## src/rtl/inst_fifo.sv

```systemverilog
// inst_fifo: dual-port instruction queue between fetch and dual-issue decode.
// Takes up to two compacted fetch slots per cycle and retires one or two head
// entries per cycle. Head and head+1 are presented combinationally. An early
// full flag gives fetch headroom, and a sticky overflow flag records dropped
// pushes.
module inst_fifo #(
    parameter int DEPTH      = 16,
    parameter int FULL_SLACK = 4
) (
    input  logic                     clk,
    input  logic                     resetn,
    input  logic                     flush_i,
    input  logic                     push_stall_i,
    input  logic                     pop_stall_i,
    input  logic [31:0]              inst1_i,
    input  logic [31:0]              inst2_i,
    input  logic [31:0]              inst1_addr_i,
    input  logic [31:0]              inst2_addr_i,
    input  logic                     inst1_valid_i,
    input  logic                     inst2_valid_i,
    input  logic                     issue_i,
    input  logic                     issue_mode_i,
    output logic [31:0]              issue_inst1_o,
    output logic [31:0]              issue_inst2_o,
    output logic [31:0]              issue_inst1_addr_o,
    output logic [31:0]              issue_inst2_addr_o,
    output logic                     issue_inst1_valid_o,
    output logic                     issue_inst2_valid_o,
    output logic                     buffer_full_o,
    output logic [$clog2(DEPTH):0]   count_o,
    output logic                     overflow_o
);

    localparam int AW = $clog2(DEPTH);
    localparam int CW = AW + 1;

    typedef struct packed {
        logic [31:0] inst;
        logic [31:0] pc;
    } entry_t;

    // Pointer and occupancy state.
    logic [AW-1:0] rd_ptr_reg, rd_ptr_next;
    logic [AW-1:0] wr_ptr_reg, wr_ptr_next;
    logic [CW-1:0] count_reg, count_next;
    logic          overflow_reg, overflow_next;

    // Per-cycle push/pop bookkeeping.
    logic [1:0]    npush_req;
    logic [1:0]    pop_req;
    logic [1:0]    npop;
    logic [1:0]    npush_acc;
    logic [CW:0]   free_slots;
    logic          push_drop;

    // Write ports: slot A takes the first valid instruction, slot B the second.
    logic          wa_en, wb_en;
    logic [AW-1:0] wa_addr, wb_addr;
    entry_t        wa_data, wb_data;

    // Storage, one register per entry, gathered for read muxing.
    entry_t        entry_q [DEPTH];
    logic [AW-1:0] rd_ptr_p1;
    entry_t        head0, head1;

    // Requested push/pop amounts, pop clamp, capacity and accepted pushes.
    always_comb begin
        npush_req = 2'd0;
        if (!push_stall_i) begin
            npush_req = {1'b0, inst1_valid_i} + {1'b0, inst2_valid_i};
        end

        pop_req = 2'd0;
        if (issue_i && !pop_stall_i) begin
            pop_req = issue_mode_i ? 2'd2 : 2'd1;
        end

        // Never pop more than is stored; count < 2 fits in two bits here.
        if (count_reg >= CW'(pop_req)) begin
            npop = pop_req;
        end else begin
            npop = count_reg[1:0];
        end

        // Slots freed by this cycle's pop are reusable by this cycle's push.
        free_slots = (CW+1)'(DEPTH) - {1'b0, count_reg} + (CW+1)'(npop);

        // Excess slots are dropped in order, so inst2 goes first.
        if ((CW+1)'(npush_req) <= free_slots) begin
            npush_acc = npush_req;
        end else begin
            npush_acc = free_slots[1:0];
        end

        push_drop = (npush_acc != npush_req) && !flush_i;
    end

    // Compaction of the two fetch slots onto consecutive tail locations.
    always_comb begin
        wa_addr      = wr_ptr_reg;
        wb_addr      = wr_ptr_reg + 1'b1;
        wa_data.inst = inst1_valid_i ? inst1_i      : inst2_i;
        wa_data.pc   = inst1_valid_i ? inst1_addr_i : inst2_addr_i;
        wb_data.inst = inst2_i;
        wb_data.pc   = inst2_addr_i;
        wa_en        = !flush_i && (npush_acc != 2'd0);
        wb_en        = !flush_i && (npush_acc == 2'd2);
    end

    // Next-state for pointers, occupancy and the sticky overflow flag.
    always_comb begin
        if (flush_i) begin
            rd_ptr_next = '0;
            wr_ptr_next = '0;
            count_next  = '0;
        end else begin
            rd_ptr_next = rd_ptr_reg + AW'(npop);
            wr_ptr_next = wr_ptr_reg + AW'(npush_acc);
            count_next  = count_reg + CW'(npush_acc) - CW'(npop);
        end
        overflow_next = overflow_reg | push_drop;
    end

    // Control state register with asynchronous clear.
    always_ff @(posedge clk or negedge resetn) begin
        if (!resetn) begin
            rd_ptr_reg   <= '0;
            wr_ptr_reg   <= '0;
            count_reg    <= '0;
            overflow_reg <= 1'b0;
        end else begin
            rd_ptr_reg   <= rd_ptr_next;
            wr_ptr_reg   <= wr_ptr_next;
            count_reg    <= count_next;
            overflow_reg <= overflow_next;
        end
    end

    // One storage register per entry; contents are never cleared, only the
    // pointers decide what is live.
    generate
        for (genvar gi = 0; gi < DEPTH; gi++) begin : g_slot
            entry_t entry_reg;

            // Capture from whichever write port targets this slot.
            always_ff @(posedge clk) begin
                if (wa_en && (wa_addr == AW'(gi))) begin
                    entry_reg <= wa_data;
                end else if (wb_en && (wb_addr == AW'(gi))) begin
                    entry_reg <= wb_data;
                end
            end

            assign entry_q[gi] = entry_reg;
        end
    endgenerate

    // Head and head+1 reads, with pointer wrap.
    always_comb begin
        rd_ptr_p1 = rd_ptr_reg + 1'b1;
        head0     = entry_q[rd_ptr_reg];
        head1     = entry_q[rd_ptr_p1];
    end

    // Status flags depend only on the registered count.
    always_comb begin
        issue_inst1_valid_o = (count_reg != '0);
        issue_inst2_valid_o = (count_reg >= CW'(2));
        buffer_full_o       = (count_reg > CW'(DEPTH - FULL_SLACK));
        count_o             = count_reg;
        overflow_o          = overflow_reg;
    end

    // Issue data, forced to zero for invalid positions.
    always_comb begin
        issue_inst1_o      = issue_inst1_valid_o ? head0.inst : 32'd0;
        issue_inst1_addr_o = issue_inst1_valid_o ? head0.pc   : 32'd0;
        issue_inst2_o      = issue_inst2_valid_o ? head1.inst : 32'd0;
        issue_inst2_addr_o = issue_inst2_valid_o ? head1.pc   : 32'd0;
    end

endmodule
```

## config.mk

```make
export PLATFORM = sky130hd
export DESIGN_NAME = inst_fifo
export DESIGN_NICKNAME = d
export VERILOG_FILES = /design/src/rtl/inst_fifo.sv
export SDC_FILE = /design/constraint.sdc
export NUM_CORES = 2
export LEC_CHECK = 0
export ABC_AREA = 0
export CAP_MARGIN = 30
export CORE_MARGIN = 2
export CORE_UTILIZATION = 35
export DETAILED_ROUTE_END_ITERATION = 8
export MAX_ROUTING_LAYER = met4
export SYNTH_ARGS = -nofsm -noshare
export SYNTH_HDL_FRONTEND = slang
export SYNTH_SLANG_ARGS = --single-unit
```

## constraint.sdc

```tcl
create_clock -name clk -period 21.4 [get_ports clk]
set_input_delay 4.28 -clock clk [delete_from_list [all_inputs] [get_ports clk]]
set_output_delay 4.28 -clock clk [all_outputs]
set_load 0.005 [all_outputs]
```

== Yosys cells after proc, flatten, opt, wreduce, memory -nomap -nowiden ==
Cells that the tools add are included.

* Bitwise logic cells: 3
* $lt $le $gt $ge: 6
* Add/sub/neg operators: 9
* Reduce and logical (&&, ||, !) cells: 58
* Equality and inequality tests: 32
* Multiplexer cells: 52

{| class="wikitable"
|+ Operators by type and width
! cell !! count
|-
| $mux W64 || 36
|-
| $bmux W64 S4 || 2
|-
| $mux W32 || 6
|-
| $eq A4 B4 Y1 const B || 16
|-
| $logic_and A1 B1 Y1 || 36
|-
| $reduce_bool A2 Y1 || 17
|-
| $eq A4 B3 Y1 const B || 8
|-
| $eq A4 B2 Y1 const B || 4
|-
| $ge A5 B5 Y1 const B || 2
|-
| $mux W2 || 5
|-
| $not A4 Y5 || 2
|-
| $add A4 B1 Y4 const B || 2
|-
| $add A4 B2 Y4 || 2
|-
| $eq A4 B1 Y1 const B || 2
|-
| $logic_not A4 Y1 || 2
|-
| $mux W4 || 2
|-
| $add A6 B2 Y6 || 1
|-
| $le A2 B6 Y1 || 1
|-
| $sub A5 B5 Y6 const A || 1
|-
| $add A5 B2 Y5 || 1
|-
| $ge A5 B2 Y1 || 1
|-
| $ge A5 B2 Y1 const B || 1
|-
| $gt A5 B4 Y1 const B || 1
|-
| $mux W5 || 1
|-
| 7 further kinds || 8
|}

* Output and inout port bits: 137
* Register bits: 1038
* Word-level logic and storage cells: 196

== Logic depth before layout (Yosys ltp) ==
* Depth after elaboration: 13
* Mapped depth: 26
* Mapped depth without buffers: 23

== Least setup slack after synthesis ==
No wires, ideal clock.

* Path type: input to register
* From: input port issue_mode_i
* To: register g_slot[0].entry_reg (netlist bit entry_q[1000]) (enable)
* Cell stages on the path: 17
* Path buffers: 2
* Required time: 20901 ps
* Data arrival time: 10977 ps
* Slack: 9923 ps
* Library setup time: 499 ps
* Cell sequence: nor3b_1 > ha_1 > and3_1 > o21ai_0 > and3_1 > mux2i_1 > ha_1 > fa_1 > ha_1 > nand2_1 > nand2_1 > or4_1 > o21a_1 > buf_2 > buf_2 > mux2i_1 > o21bai_1

* Longest elaborated chain between the ends: 11

{| class="wikitable"
|+ RTL lines
! what !! RTL line !! source
|-
| start, declared || 22 || <nowiki>input logic issue_mode_i,</nowiki>
|-
| $mux W2 * || 75 || <nowiki>pop_req = issue_mode_i ? 2'd2 : 2'd1;</nowiki>
|-
| $mux W2 * || 74 || <nowiki>if (issue_i && !pop_stall_i) begin</nowiki>
|-
| $ge A5 B2 Y1 || 79 || <nowiki>if (count_reg >= CW'(pop_req)) begin</nowiki>
|-
| $mux W2 * || 79 ||
|-
| $add A6 B2 Y6 * || 86 || <nowiki>free_slots = (CW+1)'(DEPTH) - {1'b0, count_reg} + (CW+1)'(npop);</nowiki>
|-
| $le A2 B6 Y1 || 89 || <nowiki>if ((CW+1)'(npush_req) <= free_slots) begin</nowiki>
|-
| $mux W2 * || 89 ||
|-
| $eq A2 B2 Y1 or $reduce_bool A2 Y1 (tied branches) || 107, 106 ||
|-
| $logic_and A1 B1 Y1, on equally long branches || 107, 106 ||
|-
| $logic_and A1 B1 Y1, on equally long branches || 149, 147 ||
|-
| $reduce_bool A2 Y1 (no line) * || n/a ||
|-
| end signal, assigned || 148 || <nowiki>entry_reg <= wa_data;</nowiki>
|-
| end signal, assigned || 150 || <nowiki>entry_reg <= wb_data;</nowiki>
|-
| end, declared || 143 || <nowiki>entry_t entry_reg;</nowiki>
|}

Every way passes the cells marked *; elsewhere a longest branch is shown, timed or not.
A chain may end at the register's enable or synchronous reset.

== Worst setup path after layout ==
* From: input port issue_i
* To: register g_slot[2].entry_reg (netlist bit entry_q[890]) (enable)

* Longest elaborated chain between the ends: 11

{| class="wikitable"
|+ RTL lines
! what !! RTL line !! source
|-
| start, declared || 21 || <nowiki>input logic issue_i,</nowiki>
|-
| $logic_and A1 B1 Y1 * || 74 ||
|-
| $mux W2 * || 74 ||
|-
| $ge A5 B2 Y1 || 79 ||
|-
| $mux W2 * || 79 ||
|-
| $add A6 B2 Y6 * || 86 ||
|-
| $le A2 B6 Y1 || 89 ||
|-
| $mux W2 * || 89 ||
|-
| $eq A2 B2 Y1 or $reduce_bool A2 Y1 (tied branches) || 107, 106 ||
|-
| $logic_and A1 B1 Y1, on equally long branches || 107, 106 ||
|-
| $logic_and A1 B1 Y1, on equally long branches || 149, 147 ||
|-
| $reduce_bool A2 Y1 (no line) * || n/a ||
|-
| end signal, assigned || 148 ||
|-
| end signal, assigned || 150 ||
|-
| end, declared || 143 ||
|}

Marks and branches as above.

==> qor.txt <==
Post-synthesis sequential area ratio - 0.498
Post-Synth Simple-Gate Area - 0.0221
Setup WS pre-CTS - 9.88 ns
Xor and xnor area share after synthesis - 0.00182
I/O Buffers - 273
Adder-cell area share of the yosys netlist - 0.00581
Mapped Nets - 3846
Via density - 5.98
Compound-Gate Fraction of Synth Area - 0.0181
Worst R2R Start - count_o[0]
Total CTS buffers - 117
Syn Std Cell Area - 62500 um2
Largest net degree at the start of global routing - 129
Clk slew on worst S/H paths - 0.06 ns
Comb pwr share - 0.421
RSZ-0062 raised after global routing - false
Seq pwr share - 0.321
Sink Count - 1038
First-pass GRT wire length - 294 mm
Initial antenna violation count - 11
Layout cells sized above 1 - 0.490
WL/cell - 33.0 um
Clock network fraction of design power - 0.258
Placed Cells - 5990
CTS tree - done
Minimum clock period after layout - 10.80 ns
P_sw - 0.00246 W
R2R setup slack - 14.25 ns
Number of DRC markers in iteration 0 - 3702
Post-CTS resize count - 0
1st-pass router iterations - 5
Top-count cell post-synth - edfxtp_1
Latest clock arrival within the worst-skew pair - 0.78 ns
Initial Util - 0.351
Critical path capture point type - register
CP Max Fanout - 32
WP data required - 21.78 ns
Cell area after layout - 71000 um2
Final global-route overflow total - 0
Final setup TNS - 0 ns
Die Span X - 426 um
Fillers - 16100
Top cells by count, synth - edfxtp_1, mux2_2, mux4_2
Worst-margin pin slew - 1.07 ns
Post-synth top area share - 0.492
Max reg flops - 1024
Max IR drop VDD - 88.2 uV
Number of global-route vias before repair - 38600
Worst Hold Class - register to register
Hpwl dp - 117 mm
Final setup violation count - 0
GRT Total Usage - 0.231
Post-synthesis mux area share - 0.420
Syn Area/Cell - 17.0 um2
Post-synth top area cell - edfxtp_1
Critical path endpoint - entry_q[890]
Warning count from the yosys run - 0
Nets - 3921
Drt total wl - 205 mm
Die Span Y - 426 um
Vias - 37200
Period utilization - 0.504
Relative slew margins - 0.288
CP Launch Point - issue_i
# Post-CTS Setup Buffers - 0
Power density cells - 105 nW/um2
Largest cells by area after synthesis - edfxtp_1, mux4_2, mux2_2
Power, Total - 0.00745 W
Area after DPL - 67300 um2
I/O pin total - 274
R2R depth - 18
Most common flop cell mapped by yosys - edfxtp_1
Area grow syn2layout - 13.6%
Int Pwr - 0.00499 W
Worst setup margin - 10.60 ns
CTS H-tree depth - 3
CP arrival - 11.17 ns
Antenna-violating nets left - 0
Number of synthesized flops with an enable pin - 1024
Synthesized flop and latch total - 1038
Sw frac - 0.330
Total leakage power - 21.8 nW
Setup crit start kind - input port
Largest family of logic cells by synthesized area - multiplexers
Critical R2R Capture - entry_q[890]
Gate Count Post-Synth - 3683
Final Hold Vio Count - 0
Max-cap viol count - 0
Root Driver - clkbuf_16
Yosys cell types - 41
Max Freq - 92.6 MHz
Synth async-reset ratio - 0.0135
CORE AREA - 178000 um2
Rows - 155
WS Path Type - input port to register
Max-slew violation count - 0
Max clock buf depth - 3
Outcome - completed
DRC - 0
Clock skew - 0.0292 ns
Cell Count, Final, Fillers Out - 6215
Die area - 182000 um2
Number of hold buffers added after cts - 0
Final GP Congestion - 0.846
metal layers:
metal | share of wire | routed length [um] | global-route usage | up-vias
met5 | 0 | 0 | - | -
met4 | 0.035 | 7220 | 0.0780 | 0
met3 | 0.053 | 10800 | 0.0268 | 340
met2 | 0.52 | 107000 | 0.395 | 1365
met1 | 0.39 | 80700 | 0.284 | 20100
li1 | - | - | - | 15300
worst min-delay path by stage:
stage	start	end	slack [ns]	depth (start not counted)
floorplan	overflow_o	overflow_o	0.46	1
global placement	overflow_o	overflow_o	0.46	1
detailed placement	overflow_o	overflow_o	0.46	1
CTS	overflow_o	overflow_o	0.49	1
global route	overflow_o	overflow_o	0.48	1
finish	overflow_o	overflow_o	0.48	1
critical path, stage by stage:
cell and delay [ns]:
clkdlybuf4s50_1 0.47, nor3b_1 0.30, ha_1 0.29, and3_1 0.17, o21ai_0 0.17, and3_1 0.22
mux2i_1 0.46, ha_1 0.29, fa_1 0.53, ha_1 0.36, nand2_1 0.07, nand2_1 0.06
or4_1 0.50, o21a_2 0.20, buf_4 0.31, mux2i_1 0.40, nor2_4 0.73, buf_4 0.58
buf_4 0.68
power groups by stage:
stage / sequential (W) / clock (W) / combinational, W
after floorplan: 0.00241 / 0 / 0.00196
after global placement: 0.00243 / 0 / 0.00317
after detailed placement: 0.00244 / 0 / 0.00318
after CTS: 0.00239 / 0.00196 / 0.00320
after global routing: 0.00240 / 0.00203 / 0.00333
final: 0.00239 / 0.00192 / 0.00313
cell families after synthesis:
group / count (synthesis)
buf+inv: 445
compound gates: 156
mux: 1751
xor+xnor: 13
flops: 1038
simple gates: 254
fa+ha+maj: 26
final cells by class:
type | instances | area [um2] | area share
tap | 2355 | 2950 | 0.0415
inverter | 20 | 75.1 | 0.00106
timing repair buffer | 381 | 3780 | 0.0533
antenna | 8 | 20.0 | 0.000282
multi-input combinational | 2200 | 29500 | 0.415
clock buffer | 142 | 3020 | 0.0426
clock inverter | 71 | 534 | 0.00753
sequential | 1038 | 31100 | 0.438
metrics by stage:
step,utilization,hold WS [ns]
2_1_floorplan,-,0.465
3_3_place_gp,0.377,0.458
3_5_place_dp,0.378,0.462
4_1_cts,0.398,0.485
5_1_grt,0.399,0.484
6_report,0.399,0.484
cells in the final DEF, fill, tap and decap left out, drive strengths merged, types with 5 or more instances in the layout:
cell and instances:
a21oi 9, o21ai 7, xnor2 8, nand2b 5
mux4 576, clkbuf 142, fa 5, bufinv 5
nor3 10, nor2 46, xor2 5, mux2i 83
ha 21, clkdlybuf4s50 272, inv 22, nor2b 140
clkinvlp 6, dfrtp 14, mux2 1092, diode 8
edfxtp 1024, buf 109, a211oi 129, nand2 32
clkinv 58
(Power assumes the default switching activity.)
